==> config.mk <==
export PLATFORM = sky130hd
export DESIGN_NAME = clock_divider_prog
export DESIGN_NICKNAME = d
export VERILOG_FILES = /design/src/rtl/clock_divider_prog.sv
export SDC_FILE = /design/constraint.sdc
export NUM_CORES = 1
export LEC_CHECK = 0
export ABC_AREA = 1
export BUFFER_PORTS_ARGS = -buffer_cell sky130_fd_sc_hd__buf_2
export CORE_UTILIZATION = 39
export DETAILED_ROUTE_END_ITERATION = 8
export PLACE_DENSITY_LB_ADDON = 0.12
export SLEW_MARGIN = 15
export SYNTH_ARGS = -nofsm -noshare
export SYNTH_HDL_FRONTEND = slang
export SYNTH_SLANG_ARGS = --single-unit
==> constraint.sdc <==
create_clock -name clockIn -period 3.2 [get_ports clockIn]
set_input_delay 0.48 -clock clockIn [delete_from_list [all_inputs] [get_ports clockIn]]
set_output_delay 0.48 -clock clockIn [all_outputs]
set_load 0.01 [all_outputs]
==> src/rtl/clock_divider_prog.sv <==
// ============================================================================
// Module   : clock_divider_prog
// Brief    : Multi-channel programmable clock divider with glitch-free,
//            boundary-aligned divisor and enable changes.
// Revision : 1.0 - initial release
// ============================================================================
`default_nettype none

module clock_divider_prog #(
  parameter int NUM_CH      = 2,
  parameter int DIV_WIDTH   = 16,
  parameter int DEFAULT_DIV = 4,
  parameter int CH_W        = 1
) (
  input  logic                 clockIn,
  input  logic                 reset,
  input  logic [NUM_CH-1:0]    enIn,
  input  logic [DIV_WIDTH-1:0] divIn,
  input  logic [CH_W-1:0]      chSel,
  input  logic                 divLoad,
  output logic [NUM_CH-1:0]    clockOut,
  output logic [NUM_CH-1:0]    tickOut,
  output logic [NUM_CH-1:0]    pendingOut,
  output logic [NUM_CH-1:0]    runningOut
);

  localparam logic [DIV_WIDTH-1:0] c_DIV_RST = DIV_WIDTH'(DEFAULT_DIV);
  localparam logic [DIV_WIDTH-1:0] c_ONE     = DIV_WIDTH'(1);
  localparam logic [DIV_WIDTH-1:0] c_TWO     = DIV_WIDTH'(2);
  localparam logic [DIV_WIDTH:0]   c_ONE_X   = (DIV_WIDTH+1)'(1);

  typedef enum logic [0:0] {
    ST_STOPPED = 1'b0,
    ST_RUNNING = 1'b1
  } state_t;

  for (genvar i = 0; i < NUM_CH; i++) begin : g_ch
    state_t               r_state, w_state_nxt;
    logic [DIV_WIDTH-1:0] r_div, w_div_nxt;
    logic [DIV_WIDTH-1:0] r_pdiv, w_pdiv_nxt;
    logic [DIV_WIDTH-1:0] r_cnt, w_cnt_nxt;
    logic                 r_pend, w_pend_nxt;
    logic                 r_clk, w_clk_nxt;
    logic                 r_tick, w_tick_nxt;
    logic                 w_load;
    logic                 w_apply;
    logic                 w_boundary;
    logic [DIV_WIDTH-1:0] w_div_eff;
    logic [DIV_WIDTH:0]   w_half;
    logic [DIV_WIDTH:0]   w_cnt_inc;

    assign w_load     = divLoad && (int'(chSel) == i);
    // The divisor that will govern the next period once any pending value lands.
    assign w_div_eff  = r_pend ? r_pdiv : r_div;
    assign w_half     = ({1'b0, r_div} + c_ONE_X) >> 1;
    assign w_cnt_inc  = {1'b0, r_cnt} + c_ONE_X;
    assign w_boundary = (r_cnt == (r_div - c_ONE));

    always_comb begin
      w_state_nxt = r_state;
      w_cnt_nxt   = r_cnt;
      w_clk_nxt   = r_clk;
      w_tick_nxt  = 1'b0;
      w_apply     = 1'b0;
      case (r_state)
        ST_STOPPED: begin
          w_apply   = r_pend;
          w_cnt_nxt = '0;
          if (enIn[i] && (w_div_eff >= c_TWO)) begin
            w_state_nxt = ST_RUNNING;
            w_clk_nxt   = 1'b1;
            w_tick_nxt  = 1'b1;
          end else begin
            w_clk_nxt   = 1'b0;
          end
        end
        ST_RUNNING: begin
          if (w_boundary) begin
            w_apply   = r_pend;
            w_cnt_nxt = '0;
            if (!enIn[i] || (w_div_eff < c_TWO)) begin
              w_state_nxt = ST_STOPPED;
              w_clk_nxt   = 1'b0;
            end else begin
              w_clk_nxt   = 1'b1;
              w_tick_nxt  = 1'b1;
            end
          end else begin
            w_cnt_nxt = w_cnt_inc[DIV_WIDTH-1:0];
            w_clk_nxt = (w_cnt_inc < w_half);
          end
        end
        default: begin
          w_state_nxt = ST_STOPPED;
          w_cnt_nxt   = '0;
          w_clk_nxt   = 1'b0;
        end
      endcase
    end

    // A load landing on a boundary keeps pending set: the boundary consumed the older value.
    always_comb begin
      w_div_nxt  = w_apply ? r_pdiv : r_div;
      w_pdiv_nxt = w_load ? divIn : r_pdiv;
      w_pend_nxt = w_load ? 1'b1 : (w_apply ? 1'b0 : r_pend);
    end

    always_ff @(posedge clockIn or negedge reset) begin
      if (!reset) begin
        r_state <= ST_STOPPED;
        r_div   <= c_DIV_RST;
        r_pdiv  <= '0;
        r_cnt   <= '0;
        r_pend  <= 1'b0;
        r_clk   <= 1'b0;
        r_tick  <= 1'b0;
      end else begin
        r_state <= w_state_nxt;
        r_div   <= w_div_nxt;
        r_pdiv  <= w_pdiv_nxt;
        r_cnt   <= w_cnt_nxt;
        r_pend  <= w_pend_nxt;
        r_clk   <= w_clk_nxt;
        r_tick  <= w_tick_nxt;
      end
    end

    assign clockOut[i]   = r_clk;
    assign tickOut[i]    = r_tick;
    assign pendingOut[i] = r_pend;
    assign runningOut[i] = (r_state == ST_RUNNING);
  end : g_ch

endmodule

`default_nettype wire

==> impl_metrics.tcl, run 1 <==
set metrics [dict create \
    worstSetupStartpointType "flop" \
    die_h_um 138 \
    dp_cells 1209 \
    die-area_um2 19100 \
    h-tree-depth 3 \
    drive_above_1_share_pct 9.74 \
    cts_buffers 9 \
    ys_ff_latch 104 \
    crit_chain "buf_4, nand3_1, nor2_1, nand4_1, nor2_1, inv_1, nor3_2, nand4_1, ha_1, inv_1, nor2_1, nand2_1, nor2_1, nor2_1, nand2_1, nor2_1, nand2_1, nand2_1" \
    n_antenna_cell 0 \
    p_leak_nw 4.13 \
    syn_area_um2 7240 \
    reg2reg_slack_ns 0.33 \
    final.period_utilization_pct 89.8 \
    nets 1049 \
    routedWlPerCell_um 14.4 \
    status "complete, but fails checks" \
    grt_pass1_wl_um 29900 \
    clockBufferDepth 2 \
    hp-class "in -> async" \
    period_minus_slack_ns 2.87 \
    antenna_found_initial 0 \
    rsz0062_at_grt "no" \
    dpl.hpwl_um 13900 \
    slowest_stage "dfstp_2" \
    clk_latency_ns 0.37 \
    path_common_cell "nor2_1" \
    port_buffers 29 \
    reg2reg_depth 18 \
    fin_worst_skew_ns 0.0160 \
    drt_first_pass_iters 6 \
    violations "DRC" \
    worstPathMaxFanout 7 \
    vias 5936 \
    crit_required_ns 3.45 \
    initial_utilization_pct 40.0 \
    finalMaxSlewViolations 0 \
    drt_iter0_markers 335 \
    ios 30 \
    seq_area_um2 2610 \
    clock.fmax_mhz 348 \
    track_usage_pct 19.8 \
    worstSetupPathType "reg -> reg" \
    setup_tns_ns 0 \
    cts_root_buf "clkbuf_16" \
    clk_pin_slew_ns 0.08 \
    synth.avg_cell_area_um2 7.35 \
    crit_start "g_ch[0].r_div[2]$_DFFE_PN1P_" \
    routed_via_density 4.85 \
    yosysWarnings 0 \
    synthesis.nets 1042 \
    ctsResizeCount 0 \
    fp.dieW_um 138 \
    fp-row-count 49 \
    cts_hold_buf 0 \
    syn2layout_area_growth_pct 8.26 \
    pwr_density_cell_nw_per_um2 642 \
    max_slew_margin_pct 39.4 \
    r2r_end "g_ch[0].r_clk$_DFF_PN0_" \
    irDropWorstVdd_v 0.000392 \
    setup_violations 0 \
    cp.arrival_ns 3.13 \
    coreArea_um2 18100 \
    cts_tree "yes" \
    grt_pass1_vias 5709 \
    reg2reg_from "g_ch[0].r_div[2]$_DFFE_PN1P_" \
    totalPowerFinal_w 0.00503 \
    clock_sinks 104 \
    grt_overflow 0 \
    detail-route-antenna-nets 0 \
    grt_max_degree 57 \
    multi_input_area_um2 3870 \
    cts_setup_buffers 0 \
    synth_cell_types 39 \
    crit_path_end_kind "flop" \
    drv_cap 0 \
    slowest_delay_ns 0.53 \
    hold_violations 0 \
    tightest_slew_ns 0.907 \
    drc 3 \
    seq_area_frac_synth_pct 36.0 \
    routed_wl_um 17700 \
    stdcell_count 1225 \
    routabilityCongestion 0.826 \
    synthCells 984 \
    nFillCells 1869 \
]
[worst max-delay path: cells and delay by family (launching register included)]
kind | cells | cell delay, ns
adder cells (fa/ha/maj) | 1 | 0.31
buffers and inverters | 3 | 0.30
flip-flops | 1 | 0.53
AND/OR/NAND/NOR | 14 | 1.60
[worst max-delay path by stage]
stage	cells after the start	end	slack, ns
after global placement	18	g_ch[0].r_clk$_DFF_PN0_	0.29
after global routing	19	g_ch[0].r_clk$_DFF_PN0_	0.03
after floorplan	15	g_ch[1].r_clk$_DFF_PN0_	0.59
after detailed placement	18	g_ch[1].r_clk$_DFF_PN0_	0.27
final	18	g_ch[0].r_clk$_DFF_PN0_	0.33
after CTS	18	g_ch[1].r_clk$_DFF_PN0_	0.25
[placed cells by master, fill, tap and decap left out, drive strengths merged]
cell    count
dfstp       2
and2        3
a211oi      4
nor2      111
xnor2      24
nand3      79
nand2     257
xor2       56
nor4        8
inv       133
o31ai       2
a31oi       2
or2         3
nand4      24
ha         36
clkinv      6
and3        1
o21a        2
a21oi      14
a21boi      1
o211ai      2
buf        42
clkbuf      9
nand3b      3
dfrtp     102
o21ai      45
nor3       25
[flip-flops by register name (all words and copies together), names as in the netlist]
name and count:
g_ch.r_clk 2, g_ch.r_state 2, g_ch.r_div 32, g_ch.r_pdiv 32
g_ch.r_cnt 32, g_ch.r_tick 2, g_ch.r_pend 2
[cells in the mapped netlist, drive strengths merged]
| library cell | count | area (um^2) |
|---|---|---|
| a211oi | 4 | 30.0 |
| nand2 | 257 | 1000 |
| xor2 | 56 | 490 |
| a21boi | 1 | 7.51 |
| nor3 | 25 | 146 |
| nor4 | 8 | 50.1 |
| clkbuf | 12 | 45.0 |
| buf | 34 | 246 |
| nand3b | 3 | 22.5 |
| dfrtp | 102 | 2550 |
| clkinv | 1 | 3.75 |
| inv | 131 | 492 |
| and2 | 3 | 18.8 |
| nor2 | 111 | 485 |
| o21ai | 45 | 225 |
| o211ai | 2 | 15.0 |
| dfstp | 2 | 52.6 |
| nand4 | 24 | 150 |
| xnor2 | 24 | 210 |
| or2 | 3 | 18.8 |
| and3 | 1 | 6.26 |
| o21a | 2 | 15.0 |
| a21oi | 14 | 70.1 |
| ha | 36 | 450 |
| o31ai | 2 | 15.0 |
| a31oi | 2 | 12.5 |
| nand3 | 79 | 400 |
[metal layers]
| metal | vias to the layer above | part of all wire [%] | global-route usage (%) |
|---|---|---|---|
| li1 | 3112 | - | - |
| met1 | 2744 | 51 | 28.1 |
| met2 | 66 | 44 | 31.2 |
| met3 | 14 | 2.7 | 3.08 |
| met4 | 0 | 1.7 | 5.91 |
| met5 | - | 0 | 0 |
[power by group]
group / switching [W] / total (W) / leakage (nW) / internal [W]
Combinational: 0.00125 / 0.00205 / 2.64 / 0.000803
Sequential: 0.000305 / 0.00182 / 1.33 / 0.00151
Clock: 0.000594 / 0.00116 / 0.154 / 0.000568
[kinds of logic after synthesis]
group / count (synthesis) / synth area share (%)
XOR/XNOR: 80 / 9.68
buffers and inverters: 178 / 10.9
flip-flops: 104 / 36.0
AO/OA/AOI/OAI: 72 / 5.39
AND/OR/NAND/NOR: 514 / 31.8
adder cells (fa/ha/maj): 36 / 6.22
[area by class of cell]
| class | count | share of cell area [%] |
|---|---|---|
| multi-input combinational | 702 | 49.4 |
| sequential | 104 | 33.3 |
| clock buffer | 9 | 2.87 |
| timing repair buffer | 42 | 3.13 |
| clock inverter | 7 | 1.26 |
| inverter | 132 | 6.32 |
| tap | 229 | 3.66 |
[per-stage QoR]
stage	hold slack (ns)	util [%]	cell area, um^2	worst slack [ns]
finish	0.169	43.3	7840	0.326
global route	0.232	43.3	7840	0.0347
CTS	0.197	43.1	7800	0.248
detailed placement	0.499	41.3	7480	0.269
global placement	0.487	41.3	7480	0.291
floorplan	0.184	-	7240	0.588
(Power assumes the default switching activity.)
==> run 2, diff against run 1 <==
--- a/config.mk
+++ b/config.mk
@@ -7,7 +7,9 @@
 export LEC_CHECK = 0
 export ABC_AREA = 1
 export BUFFER_PORTS_ARGS = -buffer_cell sky130_fd_sc_hd__buf_2
+export CAP_MARGIN = 40
 export CORE_UTILIZATION = 39
+export CTS_BUF_LIST = sky130_fd_sc_hd__clkbuf_8
 export DETAILED_ROUTE_END_ITERATION = 8
 export PLACE_DENSITY_LB_ADDON = 0.12
 export SLEW_MARGIN = 15
==> impl_metrics.tcl, run 2 (synthesized netlist as in run 1, its figures left out) <==
set metrics [dict create \
    h-tree-depth 3 \
    routed_wl_um 17700 \
    clk_pin_slew_ns 0.12 \
    max_slew_margin_pct 49.2 \
    clock.fmax_mhz 349 \
    fp.dieW_um 138 \
    drc 3 \
    cts_setup_buffers 0 \
    violations "DRC" \
    crit_required_ns 3.50 \
    initial_utilization_pct 40.0 \
    vias 5907 \
    cts_root_buf "clkbuf_8" \
    routabilityCongestion 0.826 \
    hp-class "in -> async" \
    fp-row-count 49 \
    final_area_um2 7750 \
    ios 30 \
    p_leak_nw 4.10 \
    track_usage_pct 19.7 \
    n_antenna_cell 0 \
    clock_sinks 104 \
    status "complete, but fails checks" \
    cts_tree "yes" \
    clk_latency_ns 0.41 \
    wl_met3_um 452 \
    place_ws_ns 0.272 \
    grt_max_degree 57 \
    final_cell_mix "nand2_1, inv_1, dfrtp_1, nor2_1, nand3_1" \
    worstSetupStartpointType "flop" \
    largest_registers "g_ch.r_cnt x32, g_ch.r_div x32, g_ch.r_pdiv x32" \
    die_h_um 138 \
    finalMaxSlewViolations 0 \
    final_common_cell "nand2_1" \
    finalWorstSetupSlack_ns 0.332 \
    cp.arrival_ns 3.17 \
    nFillCells 1860 \
    dpl.hpwl_um 13900 \
    wl_met1_um 9170 \
    worstPathMaxFanout 7 \
    nets 1051 \
    irDropWorstVdd_v 0.000455 \
    drt_first_pass_iters 9 \
    coreArea_um2 18100 \
    syn2layout_area_growth_pct 7.16 \
    fin_worst_skew_ns 0.0241 \
    port_buffers 29 \
    crit_path_end_kind "flop" \
    final.period_utilization_pct 89.6 \
    detail-route-antenna-nets 0 \
    grt_overflow 0 \
    tightest_slew_ns 0.762 \
    pwr_density_cell_nw_per_um2 617 \
    period_minus_slack_ns 2.87 \
    antenna_found_initial 0 \
    drt_iter0_markers 347 \
    routed_via_density 4.81 \
    drive_above_1_share_pct 9.72 \
    place_area_um2 7500 \
    clockBufferDepth 2 \
    worstSetupPathType "reg -> reg" \
    routed-wl-met2_um 7910 \
    dr.max_layer_used "met4" \
    grt_pass1_wl_um 29700 \
    die-area_um2 19100 \
    final_util_pct 42.9 \
    routedWlPerCell_um 14.5 \
    cts_buffers 9 \
    setup_violations 0 \
    hold_violations 0 \
    grt_pass1_vias 5683 \
    drv_cap 0 \
]
## run 2: changes by cell type in the layout (fill, tap and decap cells not counted), sizes merged
cell,change
inv,+2
clkinv,-2
buf,+2
## run 2: metal layers
layer	GRT usage [%]	up-vias
li1	-	3110
met1	28.1	2711
met2	31.0	75
met3	3.57	11
met4	4.49	0
met5	0	-
## run 2: per-stage QoR
stage / hold WS, ns / power, W / std cells / setup TNS, ns
floorplan: 0.184 / 0.00341 / 984 / 0
global placement: 0.487 / 0.00387 / 1209 / 0
detailed placement: 0.500 / 0.00389 / 1211 / 0
CTS: 0.148 / 0.00483 / 1227 / 0
global route: 0.165 / 0.00522 / 1227 / -0.00471
finish: 0.128 / 0.00478 / 1227 / 0
## run 2: cell type report
type / instances / area [um^2] / share of cell area [%]
tap: 229 / 287 / 3.69
sequential: 104 / 2610 / 33.6
multi-input combinational: 702 / 3870 / 49.9
timing repair buffer: 44 / 272 / 3.50
inverter: 132 / 495 / 6.39
clock buffer: 9 / 124 / 1.60
clock inverter: 7 / 101 / 1.31
## run 2: critical path, cell delays in order (launching register included)
cell	delay [ns]
dfstp_2	0.55
buf_4	0.18
nand3_1	0.13
nor2_1	0.22
nand4_1	0.17
nor2_1	0.12
inv_1	0.09
nor3_2	0.21
nand4_1	0.15
ha_1	0.31
inv_1	0.04
nor2_1	0.18
nand2_1	0.07
nor2_1	0.10
nor2_1	0.05
nand2_1	0.06
nor2_1	0.04
nand2_1	0.05
nand2_1	0.04
## run 2: where the power goes
part | switching [W] | internal (W) | total (W)
sequential | 0.000304 | 0.00151 | 0.00181
combinational | 0.00125 | 0.000805 | 0.00205
clock | 0.000585 | 0.000332 | 0.000917
total | 0.00214 | 0.00265 | 0.00478
## run 2: path summary, 6_finish.rpt
check	from	end	slack (ns)	depth (start not counted)
max in group asynchronous	reset	g_ch[0].r_div[2]$_DFFE_PN1P_	2.21	2
worst min register to register	g_ch[1].r_pdiv[0]$_DFFE_PN0P_	g_ch[1].r_pdiv[0]$_DFFE_PN0P_	0.53	2
worst max-delay path	g_ch[0].r_div[2]$_DFFE_PN1P_	g_ch[0].r_clk$_DFF_PN0_	0.33	18
worst max register to register	g_ch[0].r_div[2]$_DFFE_PN1P_	g_ch[0].r_clk$_DFF_PN0_	0.33	18
worst min-delay path	reset	g_ch[1].r_cnt[4]$_DFF_PN0_	0.13	1
min in group clockIn	enIn[1]	g_ch[1].r_state$_DFF_PN0_	0.32	3
## run 2: timing repair
action | CTS | global route
hold buffers | 0 | 0
endpoints found under the setup margin | 0 | 2
gates resized for setup | 0 | 8
==> run 3, diff against run 2 <==
--- a/config.mk
+++ b/config.mk
@@ -8,10 +8,11 @@
 export ABC_AREA = 1
 export BUFFER_PORTS_ARGS = -buffer_cell sky130_fd_sc_hd__buf_2
 export CAP_MARGIN = 40
-export CORE_UTILIZATION = 39
+export CORE_UTILIZATION = 30
 export CTS_BUF_LIST = sky130_fd_sc_hd__clkbuf_8
 export DETAILED_ROUTE_END_ITERATION = 8
-export PLACE_DENSITY_LB_ADDON = 0.12
+export MAX_ROUTING_LAYER = met4
+export PLACE_DENSITY_LB_ADDON = 0.05
 export SLEW_MARGIN = 15
 export SYNTH_ARGS = -nofsm -noshare
 export SYNTH_HDL_FRONTEND = slang
==> impl_metrics.tcl, run 3 (synthesized netlist as in run 1, its figures left out) <==
set metrics [dict create \
    die-area_um2 24700 \
    routabilityCongestion 0.809 \
    finalWorstSetupSlack_ns 0.339 \
    h-tree-depth 3 \
    crit_start "g_ch[1].r_div[2]$_DFFE_PN1P_" \
    antenna_found_initial 0 \
    routedWlPerCell_um 15.2 \
    final.period_utilization_pct 89.4 \
    worstSetupStartpointType "flop" \
    place_ws_ns 0.161 \
    p_leak_nw 4.21 \
    setup_violations 0 \
    drc 0 \
    crit_path_end_kind "flop" \
    fp-row-count 56 \
    vias 5984 \
    tightest_slew_ns 0.560 \
    crit_end "g_ch[1].r_clk$_DFF_PN0_" \
    place_area_um2 7750 \
    drv_cap 0 \
    grt_max_degree 44 \
    port_buffers 29 \
    cts_buffers 9 \
    reg2reg_slack_ns 0.34 \
    drt_first_pass_iters 5 \
    clk_latency_ns 0.40 \
    n_antenna_cell 0 \
    hold_violations 0 \
    irDropWorstVdd_v 0.000264 \
    drt_iter0_markers 407 \
    cts_root_buf "clkbuf_8" \
    initial_utilization_pct 30.7 \
    cp.arrival_ns 3.15 \
    ios 30 \
    reg2reg_from "g_ch[1].r_div[2]$_DFFE_PN1P_" \
    grt_pass1_wl_um 33700 \
    final_common_cell "nand2_1" \
    syn2layout_area_growth_pct 11.2 \
    fp.dieW_um 157 \
    die_h_um 157 \
    hp-class "in -> async" \
    clock.fmax_mhz 350 \
    grt_pass1_vias 6036 \
    final_area_um2 8050 \
    crit_required_ns 3.49 \
    track_usage_pct 18.4 \
    cts_hold_buf 0 \
    grt_overflow 0 \
    clock_sinks 104 \
    nets 1067 \
    status "completed" \
    detail-route-antenna-nets 0 \
    pwr_density_cell_nw_per_um2 615 \
    final_cell_mix "nand2_1, inv_1, dfrtp_1, nor2_1, nand3_1" \
    drive_above_1_share_pct 11.8 \
    worstPathMaxFanout 6 \
    worstSetupPathType "reg -> reg" \
    dpl.hpwl_um 16100 \
    fin_worst_skew_ns 0.0181 \
    largest_registers "g_ch.r_cnt x32, g_ch.r_div x32, g_ch.r_pdiv x32" \
    finalMaxSlewViolations 0 \
    clk_pin_slew_ns 0.12 \
    r2r_end "g_ch[1].r_clk$_DFF_PN0_" \
    period_minus_slack_ns 2.86 \
    routed_via_density 4.49 \
    cts_tree "yes" \
    routed_wl_um 20200 \
    reg2reg_depth 14 \
    max_slew_margin_pct 62.7 \
    coreArea_um2 23500 \
    clockBufferDepth 2 \
]
==> run 3: changes by cell type in the layout (fill, tap and decap cells not counted), moves of 2 or more <==
cell	before	now
nor3_1	18	16
nor2_1	96	93
buf_4	14	29
nor2_2	10	13
inv_12	2	0
==> run 3: power breakdown <==
group          leakage (nW)  switching (W)  internal, W
Combinational          2.77        0.00137     0.000871
Sequential             1.33       0.000248      0.00151
Clock                 0.108       0.000568     0.000387
==> run 3: timing repair <==
action / 4_1_cts / 5_1_grt
buffers inserted: 0 / 2
gates resized for setup: 0 / 16
setup endpoints to repair: 0 / 2
==> run 3: worst max-delay path, cell delays in order, from the launching register on <==
cell     delay (ns)
dfstp_2        0.61
nand3_1        0.19
nor3_4         0.22
nand4_1        0.19
nor3_2         0.20
nand3_1        0.14
xor2_1         0.17
ha_1           0.30
inv_1          0.05
nor3_1         0.24
nand4_1        0.13
a21oi_1        0.14
nor2_1         0.06
nand2_1        0.06
nand2_1        0.05
==> run 3: stage by stage <==
step	hold WS, ns	power (W)	instances	setup TNS [ns]	utilization [%]
final	0.0569	0.00495	1333	0	34.2
after global routing	0.0744	0.00546	1333	-0.00122	34.2
after CTS	0.0566	0.00502	1331	0	33.9
after detailed placement	0.496	0.00402	1315	0	32.9
after global placement	0.484	0.00404	1313	0	32.7
after floorplan	0.184	0.00341	984	0	-
==> run 3: worst min path at each step <==
stage,from,to,cells past startpoint,slack [ns]
finish,reset,g_ch[1].r_cnt[2]$_DFF_PN0_,1,0.06
global route,reset,g_ch[1].r_pdiv[2]$_DFFE_PN0P_,1,0.07
CTS,reset,g_ch[1].r_cnt[2]$_DFF_PN0_,1,0.06
detailed placement,g_ch[1].r_pdiv[0]$_DFFE_PN0P_,g_ch[1].r_pdiv[0]$_DFFE_PN0P_,2,0.50
global placement,g_ch[0].r_pdiv[0]$_DFFE_PN0P_,g_ch[0].r_pdiv[0]$_DFFE_PN0P_,2,0.48
floorplan,reset,g_ch[0].r_clk$_DFF_PN0_,0,0.18
==> run 3: area by class of cell <==
type                    count  area (um^2)
fillers                  2605        15500
multi-input cells         702         3900
flip-flops and latches    104         2610
inverters                 132          495
repair buffers             60          420
well taps                 319          399
clock buffers               9          124
clock inverters             7         98.8
==> run 3: routing by layer <==
layer / global-route usage (%) / part of all wire, % / up-vias
li1: - / - / 3159
met3: 2.40 / 2.1 / 11
met2: 26.0 / 41 / 69
met1: 27.6 / 55 / 2745
met4: 3.65 / 1.0 / 0
met5: - / 0 / -
